==> config.mk <==
export PLATFORM = sky130hd
export DESIGN_NAME = seq_adder_nbit_flat
export DESIGN_NICKNAME = d
export VERILOG_FILES = /design/src/rtl/seq_adder_nbit_pkg.sv /design/src/rtl/seq_adder_nbit_if.sv /design/src/rtl/seq_adder_nbit_chunk.sv /design/src/rtl/seq_adder_nbit.sv /design/src/flat_wrapper.sv
export SDC_FILE = /design/constraint.sdc
export NUM_CORES = 1
export LEC_CHECK = 0
export CAP_MARGIN = 40
export CORE_UTILIZATION = 31
export DETAILED_ROUTE_END_ITERATION = 12
export REMOVE_ABC_BUFFERS = 1
export SLEW_MARGIN = 5
export SYNTH_ARGS = -nofsm -noshare
export SYNTH_HDL_FRONTEND = slang
export SYNTH_SLANG_ARGS = --single-unit
==> constraint.sdc <==
create_clock -name clk -period 3.25 [get_ports clk]
set_input_delay 0.4875 -clock clk [delete_from_list [all_inputs] [get_ports clk]]
set_output_delay 0.4875 -clock clk [all_outputs]
set_load 0.05 [all_outputs]
==> src/rtl/seq_adder_nbit_pkg.sv <==
// Shared types and helpers for the multi-cycle chunked adder.
package seq_adder_pkg;

  typedef enum logic [1:0] {
    IDLE = 2'd0,
    ADD  = 2'd1,
    DONE = 2'd2
  } adder_state_t;

  // Index/counter width for n items, never narrower than one bit.
  function automatic int unsigned cnt_width(input int unsigned n);
    return (n > 1) ? $clog2(n) : 1;
  endfunction

endpackage

==> src/rtl/seq_adder_nbit_if.sv <==
// Request/result bundle between a requester and seq_adder_nbit.
interface seq_adder_nbit_if #(
  parameter int unsigned WIDTH = 16
);
  logic             start;
  logic [WIDTH-1:0] a;
  logic [WIDTH-1:0] b;
  logic             carry_in;
  logic [WIDTH-1:0] sum;
  logic             carry_out;
  logic             overflow;
  logic             busy;
  logic             done;

  modport master (
    output start, a, b, carry_in,
    input  sum, carry_out, overflow, busy, done
  );

  modport slave (
    input  start, a, b, carry_in,
    output sum, carry_out, overflow, busy, done
  );
endinterface

==> src/rtl/seq_adder_nbit_chunk.sv <==
// Combinational CHUNK-bit ripple adder; also exposes the carry into its MSB.
module adder_chunk #(
  parameter int unsigned CHUNK = 4
) (
  input  logic [CHUNK-1:0] a,
  input  logic [CHUNK-1:0] b,
  input  logic             cin,
  output logic [CHUNK-1:0] s,
  output logic             cout,
  output logic             c_msb
);

  logic [CHUNK:0] c;

  always_comb begin
    c    = '0;
    s    = '0;
    c[0] = cin;
    for (int i = 0; i < int'(CHUNK); i++) begin
      s[i]   = a[i] ^ b[i] ^ c[i];
      c[i+1] = (a[i] & b[i]) | (c[i] & (a[i] ^ b[i]));
    end
  end

  assign cout  = c[CHUNK];
  assign c_msb = c[CHUNK-1];

endmodule

==> src/rtl/seq_adder_nbit.sv <==
// Multi-cycle N-bit adder: a + b + carry_in, CHUNK bits per clock, LSB chunk first.
module seq_adder_nbit
  import seq_adder_pkg::*;
#(
  parameter int unsigned WIDTH = 16,
  parameter int unsigned CHUNK = 4
) (
  input  logic             clk,
  input  logic             rst,
  seq_adder_nbit_if.slave  bus
);

  localparam int unsigned NCHUNK = WIDTH / CHUNK;
  localparam int unsigned CNT_W  = cnt_width(NCHUNK);
  localparam int unsigned IDX_W  = cnt_width(WIDTH);

  if (WIDTH < 1 || CHUNK < 1 || (WIDTH % CHUNK) != 0) begin : g_bad_params
    $error("seq_adder_nbit: WIDTH must be >= 1 and a multiple of CHUNK");
  end

  adder_state_t     state_q, state_d;
  logic [CNT_W-1:0] cnt_q, cnt_d;
  logic [WIDTH-1:0] opa_q, opa_d, opb_q, opb_d;
  logic [WIDTH-1:0] sum_q, sum_d;
  logic             carry_q, carry_d;
  logic             cout_q, cout_d, ovf_q, ovf_d;
  logic             busy_q, busy_d, done_q, done_d;

  logic             accept_c;
  logic [IDX_W-1:0] base_c;
  logic [CHUNK-1:0] ch_s;
  logic             ch_cout, ch_cmsb;

  assign accept_c = bus.start && (state_q != ADD);
  assign base_c   = IDX_W'(cnt_q) * IDX_W'(CHUNK);

  // Single chunk adder shared across all chunk positions.
  adder_chunk #(.CHUNK(CHUNK)) u_chunk (
    .a     (opa_q[base_c +: CHUNK]),
    .b     (opb_q[base_c +: CHUNK]),
    .cin   (carry_q),
    .s     (ch_s),
    .cout  (ch_cout),
    .c_msb (ch_cmsb)
  );

  always_comb begin
    state_d = state_q;
    cnt_d   = cnt_q;
    opa_d   = opa_q;
    opb_d   = opb_q;
    carry_d = carry_q;
    sum_d   = sum_q;
    cout_d  = cout_q;
    ovf_d   = ovf_q;

    unique case (state_q)
      ADD: begin
        sum_d[base_c +: CHUNK] = ch_s;
        carry_d                = ch_cout;
        cnt_d                  = cnt_q + CNT_W'(1);
        if (cnt_q == CNT_W'(NCHUNK - 1)) begin
          cout_d  = ch_cout;
          ovf_d   = ch_cout ^ ch_cmsb;
          state_d = DONE;
        end
      end
      DONE:    state_d = IDLE;
      default: state_d = state_q;
    endcase

    // Accepted start overrides the DONE->IDLE step so back-to-back ops have no bubble.
    if (accept_c) begin
      opa_d   = bus.a;
      opb_d   = bus.b;
      carry_d = bus.carry_in;
      cnt_d   = '0;
      sum_d   = '0;
      cout_d  = 1'b0;
      ovf_d   = 1'b0;
      state_d = ADD;
    end
  end

  assign busy_d = (state_d == ADD);
  assign done_d = (state_d == DONE);

  always_ff @(posedge clk or posedge rst) begin
    if (rst) begin
      state_q <= IDLE;
      cnt_q   <= '0;
      opa_q   <= '0;
      opb_q   <= '0;
      carry_q <= 1'b0;
      sum_q   <= '0;
      cout_q  <= 1'b0;
      ovf_q   <= 1'b0;
      busy_q  <= 1'b0;
      done_q  <= 1'b0;
    end else begin
      state_q <= state_d;
      cnt_q   <= cnt_d;
      opa_q   <= opa_d;
      opb_q   <= opb_d;
      carry_q <= carry_d;
      sum_q   <= sum_d;
      cout_q  <= cout_d;
      ovf_q   <= ovf_d;
      busy_q  <= busy_d;
      done_q  <= done_d;
    end
  end

  assign bus.sum       = sum_q;
  assign bus.carry_out = cout_q;
  assign bus.overflow  = ovf_q;
  assign bus.busy      = busy_q;
  assign bus.done      = done_q;

  always @(posedge clk) begin
    if (!rst && accept_c) begin
      assert (!$isunknown({bus.a, bus.b, bus.carry_in}))
        else $error("seq_adder_nbit: X/Z on operands at accepted start");
    end
  end

  assert property (@(posedge clk) disable iff (rst) !(busy_q && done_q))
    else $error("seq_adder_nbit: busy and done high together");

endmodule

==> src/flat_wrapper.sv <==
// flat-port wrapper written by rule: the top's interface ports become plain ports
module seq_adder_nbit_flat import seq_adder_pkg::*;
#(
  parameter int unsigned WIDTH = 16,
  parameter int unsigned CHUNK = 4
)
  (clk, rst, bus_start, bus_a, bus_b, bus_carry_in, bus_sum, bus_carry_out, bus_overflow, bus_busy, bus_done);
  seq_adder_nbit_if #(.WIDTH(WIDTH)) bus_i ();
  input  logic clk;
  input  logic rst;
  input wire logic [$bits(bus_i.start)-1:0] bus_start;
  input wire logic [$bits(bus_i.a)-1:0] bus_a;
  input wire logic [$bits(bus_i.b)-1:0] bus_b;
  input wire logic [$bits(bus_i.carry_in)-1:0] bus_carry_in;
  output wire logic [$bits(bus_i.sum)-1:0] bus_sum;
  output wire logic [$bits(bus_i.carry_out)-1:0] bus_carry_out;
  output wire logic [$bits(bus_i.overflow)-1:0] bus_overflow;
  output wire logic [$bits(bus_i.busy)-1:0] bus_busy;
  output wire logic [$bits(bus_i.done)-1:0] bus_done;
  assign bus_i.start = bus_start;
  assign bus_i.a = bus_a;
  assign bus_i.b = bus_b;
  assign bus_i.carry_in = bus_carry_in;
  assign bus_sum = bus_i.sum;
  assign bus_carry_out = bus_i.carry_out;
  assign bus_overflow = bus_i.overflow;
  assign bus_busy = bus_i.busy;
  assign bus_done = bus_i.done;
  seq_adder_nbit #(.WIDTH(WIDTH), .CHUNK(CHUNK)) u_core (.clk(clk), .rst(rst), .bus(bus_i));
endmodule
==> out/metrics.csv, run 1 <==
metric;value;unit
status;completed;
routed wire length;5.325;mm
final setup fails;0;
slowest stage delay, CP;0.54;ns
Hold Path Depth;2;
layout cells sized above 1;0.2651;
cells on worst reg2reg path;11;
maxcap violations;0;
flops & latches, synth;57;
Ant. Diodes;0;
Clock Pin Slew Worst Setup and Hold Paths;0.06;ns
flop2flop setup slack;0.23;ns
HP Class;flip-flop to flip-flop;
Clock Latency Late Sink;0.34;ns
Slew headroom;0.5340;
Synth-to-Final Area Change;29.82;%
syn avg cell area;15.25;um2
post-cts gate resize count;0;
Syn Std Cell Area;2790;um2
pin count of the biggest net entering global routing;31;
Final Max Tran Viols;0;
vias in the first global route;1732;
Overall Global Routing Usage;0.1243;
Final Cycle Share;0.9281;
DRT antenna net count;0;
DRT Pass-1 Iters;4;
RSZ-0062 raised after global routing;false;
synthesized netlist cell count;183;
Placeable Area;8721;um2
Yosys cell types;35;
Bufs on Longest Clock Path;2;
NumNets Final;289;
residual DRC count;0;
total CTS buffers;9;
most common cell after layout, fill and taps aside;dfrtp_1;
vias per cell;4.664;
Final Hold Fails;0;
crit end category;flip-flop;
PnR worst setup slack;0.2338;ns
Syn. warnings;0;
Initial Util;0.3199;
DP HPWL;3.897;mm
row count;34;
H-Tree Depth;3;
pwr/cell area;1094;nW/um2
CTS tree;built;
slowest cell on the critical path;mux4_2;
Fmax;331.5;MHz
Worst Hold End;u_core.bus.sum[10];
Worst Path Required;3.48;ns
most frequent cells in the layout;dfrtp_1, clkdlybuf4s50_1, mux2_4, clkbuf_8, inv_1;
Die Wd;96.87;um
P_sw;1.532;mW
initial antenna violation count;0;
first-pass GRT wire length;8.956;mm
Die Area;9384;um2
Crit. Startpoint;u_core.cnt_q[0];
Post-CTS Hold Fix Bufs;0;
Crit Path Max Fanout;5;
fin cells;357;
Die Ht;96.87;um
Cells after DPL;341;
gpl congestion;0.7046;
total leakage power;1.600;nW
Root Driver;clkbuf_8;
Worst Setup Start Kind;flip-flop;
Setup Skew;0.008806;ns
CTS sink cnt;57;
Period minus WS final;3.016;ns
Reg power frac;0.304;
setup TNS;0;ns
IO Port Bufs;55;
combinational share of power;0.526;
CP arrival;3.24;ns
Setup CP Type;flip-flop to flip-flop;
FF-to-FF Start;u_core.cnt_q[0];
Max VDD drop;0.4201;mV
Internal Power;2.430;mW
Worst-Margin Slew;0.6990;ns
Ports;56;
Clk pwr share;0.169;
grt ovf;0;
critical path cell sequence;mux4_2 > inv_1 > fa_1 > inv_1 > fa_1 > inv_1 > fa_1 > inv_1 > fa_1 > mux2_2 > a22o_1;
via count;1665;
switch share;0.3868;
register area share after synthesis;0.5112;
HP Start;u_core.bus.sum[10];
routed len/inst;14.92;um
DRT iter0 DRCs;56;
post-place setup slack;0.2344;ns
reg2reg end;u_core.bus.carry_out;
post-CTS setup buffers;0;
[cells by family (layout without fill, tap and decap cells)]
family | after synthesis | in the layout | share of synthesized area
DFF | 57 | 57 | 0.5112
xor gates and xnor gates | 1 | 1 | 0.003140
AOI/OAI and AO/OA | 26 | 26 | 0.07220
adders and majority gates | 9 | 9 | 0.05112
buffers and inverters | 21 | 87 | 0.05919
muxes | 45 | 45 | 0.2502
and+or+nand+nor | 24 | 24 | 0.05292
[registers in the layout (all words and copies together), names as in the netlist]
register,count
u_core.bus.busy,1
u_core.bus.carry_out,1
u_core.bus.done,1
u_core.bus.overflow,1
u_core.bus.sum,16
u_core.carry_q,1
u_core.cnt_q,2
u_core.opa_q,16
u_core.opb_q,16
u_core.state_q,2
[per-layer routing]
layer | wire, um | share of wire | track usage
met1 | 2528 | 0.47 | 0.1638
met2 | 2402 | 0.45 | 0.1804
met3 | 280 | 0.053 | 0.05491
met4 | 112 | 0.021 | 0.04478
met5 | 0 | 0 | 0
[cells in the mapped netlist (all sizes together)]
cell     count  area share
dfrtp       57        0.51
mux2        34        0.17
inv         12       0.016
a22o         9       0.028
buf          9       0.043
mux4         8       0.065
nand2        8       0.011
o21ai        6       0.011
ha           5       0.022
fa           4       0.029
nor2b        4       0.012
o2bb2ai      4       0.013
a21oi        3      0.0081
mux2i        3       0.011
and4         2      0.0063
nand4        2      0.0045
a32o         1      0.0036
and2b        1      0.0027
and4b        1      0.0036
nand3b       1      0.0027
nand4b       1      0.0031
nor2         1      0.0013
nor3         1      0.0018
o211a        1      0.0036
o21a         1      0.0027
o31ai        1      0.0027
or2          1      0.0022
or3          1      0.0022
xnor2        1      0.0031
[cell type report]
| cell class | count | area (um2) |
|---|---|---|
| fillers | 817 | 5099 |
| clock inverters | 1 | 5.005 |
| repair buffers | 59 | 605.6 |
| clock buffers | 15 | 206.4 |
| flip-flops and latches | 57 | 1426 |
| multi-input cells | 105 | 1199 |
| inverters | 12 | 45.04 |
| well taps | 108 | 135.1 |
[worst max path at each step]
stage                                 to  cells after the start
floorplan           u_core.bus.carry_out                     11
global placement    u_core.bus.carry_out                     11
detailed placement  u_core.bus.carry_out                     11
CTS                 u_core.bus.carry_out                     11
global route        u_core.bus.carry_out                     11
finish              u_core.bus.carry_out                     11
[per-stage QoR]
step                      total power [mW]  area (um2)  hold slack [ns]  utilization
final                                3.962        3622           0.4866       0.4154
after global routing                 4.239        3622           0.5097       0.4154
after CTS                            4.032        3622           0.4877       0.4154
after detailed placement             3.344        3411           0.4738       0.3911
after global placement               3.309        3411           0.4652       0.3911
after floorplan                      2.689        2670           0.4752            -
[critical path, delay by kind of cell, from the launching register on]
family | cells | cell delay, ns
mux | 2 | 0.82
buf+inv | 4 | 0.28
fa+ha+maj | 4 | 1.14
flops | 1 | 0.49
compound gates | 1 | 0.17
[power groups by stage]
stage	combinational, mW	sequential (mW)	clock (mW)
final	2.09	1.21	0.670
after global routing	2.27	1.25	0.723
after CTS	2.13	1.21	0.690
after detailed placement	2.13	1.22	0
after global placement	2.10	1.21	0
after floorplan	1.28	1.41	0
No activity file was read; power rests on OpenSTA's default activity.
==> run 2: changes to the inputs <==
CAP_MARGIN = 20   (was 40)
CORE_MARGIN = 2   (was default)
CORE_UTILIZATION = 51   (was 31)
PLACE_DENSITY = 0.79   (was default)
==> out/metrics.csv, run 2 (synthesis results as in run 1) <==
metric;value;unit;change
status;completed;;
Crit. Startpoint;u_core.cnt_q[0];;
vias in the first global route;1824;;+5.3%
top routing layer used;met4;;
most frequent cells in the layout;dfrtp_1, clkdlybuf4s50_1, mux2_4, clkbuf_8, inv_1;;
HP Start;u_core.bus.sum[2];;
NumNets Final;292;;+1.0%
Worst-Margin Slew;0.7120;ns;+0.01304 ns
Die Wd;77.97;um;-20%
met1 wire length;2.347;mm;-7.2%
pwr/cell area;1153;nW/um2;+5.4%
Fmax;340.7;MHz;+2.8%
post-cts gate resize count;0;;unchanged
HP Class;flip-flop to flip-flop;;
WL met2;2.547;mm;+6.0%
initial antenna violation count;0;;unchanged
Setup CP Type;flip-flop to flip-flop;;
post-CTS setup buffers;0;;unchanged
cells on worst reg2reg path;11;;unchanged
Initial Util;0.5361;;+0.2161
CTS sink cnt;57;;unchanged
Final Max Tran Viols;0;;unchanged
Period minus WS final;2.935;ns;-0.08075 ns
grt ovf;0;;unchanged
DP HPWL;3.776;mm;-3.1%
reg2reg end;u_core.bus.carry_out;;
Ports;56;;unchanged
Final Hold Fails;0;;unchanged
Clock Pin Slew Worst Setup and Hold Paths;0.07;ns;about the same
Placeable Area;5205;um2;-40%
DRT Pass-1 Iters;4;;unchanged
Die Area;6079;um2;-35%
crit end category;flip-flop;;
gpl congestion;0.8158;;+16%
H-Tree Depth;3;;unchanged
FF-to-FF Start;u_core.cnt_q[0];;
area of the multi-input gates;1199;um2;unchanged
most common cell after layout, fill and taps aside;dfrtp_1;;
Max VDD drop;0.6202;mV;+48%
first-pass GRT wire length;9.039;mm;+0.93%
Setup Skew;0.007901;ns;-0.0009048 ns
final hold slack;0.4834;ns;-0.003149 ns
post-route design area;3623;um2;about the same
Bufs on Longest Clock Path;2;;unchanged
CP arrival;3.17;ns;-0.07 ns
total leakage power;1.624;nW;+1.5%
pin count of the biggest net entering global routing;31;;unchanged
Worst Path Required;3.49;ns;about the same
Worst Setup Start Kind;flip-flop;;
Worst Hold End;u_core.bus.sum[2];;
register area;1426;um2;unchanged
RSZ-0062 raised after global routing;false;;
Clock Latency Late Sink;0.34;ns;about the same
CTS tree;built;;
Slew headroom;0.5253;;-0.008696
Die Ht;77.97;um;-20%
final setup fails;0;;unchanged
layout cells sized above 1;0.2738;;+0.008749
Hold Path Depth;1;;-1
Crit Path Max Fanout;4;;-1
Placed Area;3361;um2;-1.5%
Overall Global Routing Usage;0.2018;;+0.07754
Core Util, Final;0.6962;;+0.2808
row count;26;;-24%
FILL cells;374;;-54%
Ant. Diodes;0;;unchanged
DRT antenna net count;0;;unchanged
IO Port Bufs;55;;unchanged
maxcap violations;0;;unchanged
DRT iter0 DRCs;141;;+150%
flop2flop setup slack;0.31;ns;+0.08 ns
vias per cell;5.245;;+12%
Root Driver;clkbuf_8;;
total CTS buffers;9;;unchanged
Final Cycle Share;0.9032;;-0.02485
via count;1689;;+1.4%
met3 WL;298;um;+6.4%
routed len/inst;16.54;um;+11%
Post-CTS Hold Fix Bufs;0;;unchanged
Synth-to-Final Area Change;29.87;%;about the same
setup TNS;0;ns;unchanged
residual DRC count;0;;unchanged
routed wire length;5.326;mm;about the same
==> run 2: changes by cell type in the layout (fill, tap and decap cells not counted) <==
| cell | delta |
|---|---|
| clkinvlp_4 | +1 |
| clkbuf_8 | -3 |
| bufinv_16 | +3 |
| buf_12 | -2 |
| buf_4 | +5 |
| clkinv_2 | -1 |
==> run 2: worst max-delay path, cell delays in order, from the launching register on <==
cell,delay [ns]
dfrtp_1,0.43
mux4_2,0.53
inv_1,0.09
fa_1,0.16
inv_1,0.05
fa_1,0.36
inv_1,0.07
fa_1,0.20
inv_1,0.06
fa_1,0.42
mux2_2,0.28
a22o_1,0.18
==> run 2: final cells by class <==
cell class,count,area share
inverter,12,0.01243
clock inverter,4,0.02693
tap,70,0.02417
clock buffer,12,0.04558
sequential,57,0.3936
timing repair buffer,62,0.1664
multi-input combinational,105,0.3308
==> run 2: report_power, final <==
group          internal [mW]  switching, mW  total, mW
combinational           1.02           1.10       2.12
clock                  0.572          0.285      0.856
sequential              1.01          0.191       1.20
total                   2.60           1.58       4.18
==> run 2: how the worst max path moves through the flow <==
stage	to	slack (ns)	depth (start not counted)
finish	u_core.bus.carry_out	0.31	11
global route	u_core.bus.carry_out	0.16	11
CTS	u_core.bus.carry_out	0.31	11
detailed placement	u_core.bus.carry_out	0.36	11
global placement	u_core.bus.carry_out	0.40	11
floorplan	u_core.bus.carry_out	0.09	11
==> run 2: per-layer routing <==
| metal | GRT usage | vias up |
|---|---|---|
| met4 | 0.1263 | 0 |
| met1 | 0.2561 | 838 |
| met2 | 0.3052 | 50 |
| li1 | - | 787 |
| met5 | 0 | - |
| met3 | 0.05814 | 14 |
==> run 2: through the flow <==
| stage | worst slack [ns] | power, mW | instances |
|---|---|---|---|
| floorplan | 0.08603 | 2.689 | 174 |
| global placement | 0.3975 | 3.275 | 306 |
| detailed placement | 0.3625 | 3.324 | 306 |
| CTS | 0.3069 | 4.205 | 322 |
| global route | 0.1569 | 4.435 | 322 |
| finish | 0.3146 | 4.176 | 322 |
==> run 3: changes to the inputs <==
CORE_MARGIN = 10   (was 2)
==> out/metrics.csv, run 3 (synthesis results as in run 1) <==
metric;value;unit;change
grt ovf;0;;unchanged
M1 GR Usage;0.1709;;-0.08518
Crit. Startpoint;u_core.cnt_q[0];;
CTS sink cnt;57;;unchanged
gr busiest metal;met2;;
CTS tree;built;;
post-cts gate resize count;0;;unchanged
HP Class;input pin to asynchronous set/reset pin;;
setup TNS;0;ns;unchanged
Bufs on Longest Clock Path;2;;unchanged
Core Util, Final;0.6865;;-0.009616
Clock Latency Late Sink;0.34;ns;about the same
vias per cell;5.234;;-0.22%
total CTS buffers;9;;unchanged
maxcap violations;0;;unchanged
Die Ht;93.97;um;+21%
NumNets Final;291;;-0.34%
flop2flop setup slack;0.31;ns;about the same
FF-to-FF Start;u_core.cnt_q[0];;
Max VDD drop;0.6455;mV;+4.1%
Slew headroom;0.6448;;+0.1195
Worst Path Required;3.48;ns;about the same
crit path to;u_core.bus.carry_out;;
DP HPWL;4.263;mm;+13%
H-Tree Depth;3;;unchanged
reg2reg end;u_core.bus.carry_out;;
CP arrival;3.17;ns;about the same
pwr/cell area;1133;nW/um2;-1.7%
via count;1680;;-0.53%
pin count of the biggest net entering global routing;37;;+19%
Worst-Margin Slew;0.5316;ns;-0.1804 ns
Period minus WS final;2.944;ns;+0.009025 ns
gpl congestion;0.7939;;-2.7%
routed wire length;5.917;mm;+11%
Ports;56;;unchanged
layout cells sized above 1;0.2629;;-0.01086
Post-CTS Hold Fix Bufs;0;;unchanged
Worst Setup Start Kind;flip-flop;;
final setup fails;0;;unchanged
Clock Pin Slew Worst Setup and Hold Paths;0.06;ns;about the same
status;completed;;
Ant. Diodes;0;;unchanged
Die Wd;93.97;um;+21%
Final Cycle Share;0.9060;;+0.002777
Fmax;339.6;MHz;-0.31%
cells on worst reg2reg path;9;;-2
most common cell after layout, fill and taps aside;dfrtp_1;;
Setup CP Type;flip-flop to flip-flop;;
routing usage on met2;0.2298;;-0.07533
Final Hold Fails;0;;unchanged
total design power;4.048;mW;-3.1%
Placeable Area;5205;um2;unchanged
initial antenna violation count;0;;unchanged
final hold slack;0.4779;ns;-0.005545 ns
crit end category;flip-flop;;
M3 GR Usage;0.06235;;+0.004211
total leakage power;1.600;nW;-1.5%
DRT iter0 DRCs;61;;-57%
vias in the first global route;1884;;+3.3%
IO Port Bufs;55;;unchanged
RSZ-0062 raised after global routing;false;;
first-pass GRT wire length;9.798;mm;+8.4%
Synth-to-Final Area Change;28.07;%;
post-CTS setup buffers;0;;unchanged
Overall Global Routing Usage;0.1468;;-0.05502
row count;26;;unchanged
Final Max Tran Viols;0;;unchanged
Root Driver;clkbuf_8;;
most frequent cells in the layout;dfrtp_1, clkdlybuf4s50_1, mux2_4, clkbuf_8, inv_1;;
DRT antenna net count;0;;unchanged
PnR worst setup slack;0.3056;ns;-0.009025 ns
Crit Path Max Fanout;4;;unchanged
routed len/inst;18.43;um;+11%
Die Area;8829;um2;+45%
Initial Util;0.5361;;unchanged
post-place setup slack;0.3301;ns;-0.03245 ns
Setup Skew;0.01089;ns;+0.002984 ns
residual DRC count;0;;unchanged
DRT Pass-1 Iters;4;;unchanged
FILL cells;380;;+1.6%
## run 3: cell count changes in the layout (fill, tap and decap cells not counted)
| cell | change |
|---|---|
| clkinvlp_4 | -1 |
| buf_4 | -2 |
| clkbuf_1 | +2 |
| buf_12 | +1 |
| clkinv_2 | +1 |
| bufinv_16 | -2 |
## run 3: layout make-up
class,count,area [um2],share of cell area
Inverter,12,45.04,0.01261
Clock inverter,2,35.03,0.009804
Tap cell,70,87.58,0.02451
Timing Repair Buffer,61,608.1,0.1702
Sequential cell,57,1426,0.3992
Clock buffer,14,172.7,0.04832
Multi-Input combinational cell,105,1199,0.3354
## run 3: through the flow
| stage | cell area, um2 | cells |
|---|---|---|
| after global routing | 3573 | 321 |
| after global placement | 3366 | 305 |
| final | 3573 | 321 |
| after detailed placement | 3366 | 305 |
| after floorplan | 2670 | 174 |
| after CTS | 3573 | 321 |
## run 3: power by group
group / leakage [nW] / switching, mW / internal (mW)
sequential: 0.711 / 0.193 / 1.01
combinational: 0.782 / 1.13 / 1.03
clock: 0.107 / 0.266 / 0.416
total: 1.60 / 1.59 / 2.46
## run 3: how the worst min path moves through the flow
stage | start | end | slack (ns) | depth (start not counted)
6_report | rst | u_core.opb_q[10] | 0.48 | 2
5_1_grt | u_core.opb_q[11] | u_core.opb_q[11] | 0.52 | 1
4_1_cts | rst | u_core.opa_q[10] | 0.48 | 2
3_5_place_dp | u_core.bus.sum[6] | u_core.bus.sum[6] | 0.47 | 2
3_3_place_gp | u_core.bus.sum[6] | u_core.bus.sum[6] | 0.47 | 2
2_1_floorplan | u_core.opa_q[10] | u_core.opa_q[10] | 0.48 | 1
## run 3: worst max-delay path: stages, from the launching register on
cell     delay [ns]
dfrtp_1        0.43
buf_4          0.19
mux4_2         0.56
fa_1           0.43
inv_1          0.07
fa_1           0.20
inv_1          0.07
fa_1           0.42
mux2_2         0.29
a22o_1         0.18
## run 3: metal layers
layer	routed length [um]	share of wire
met1	2513	0.42
met2	2844	0.48
met3	446	0.075
met4	112	0.019
met5	0	0
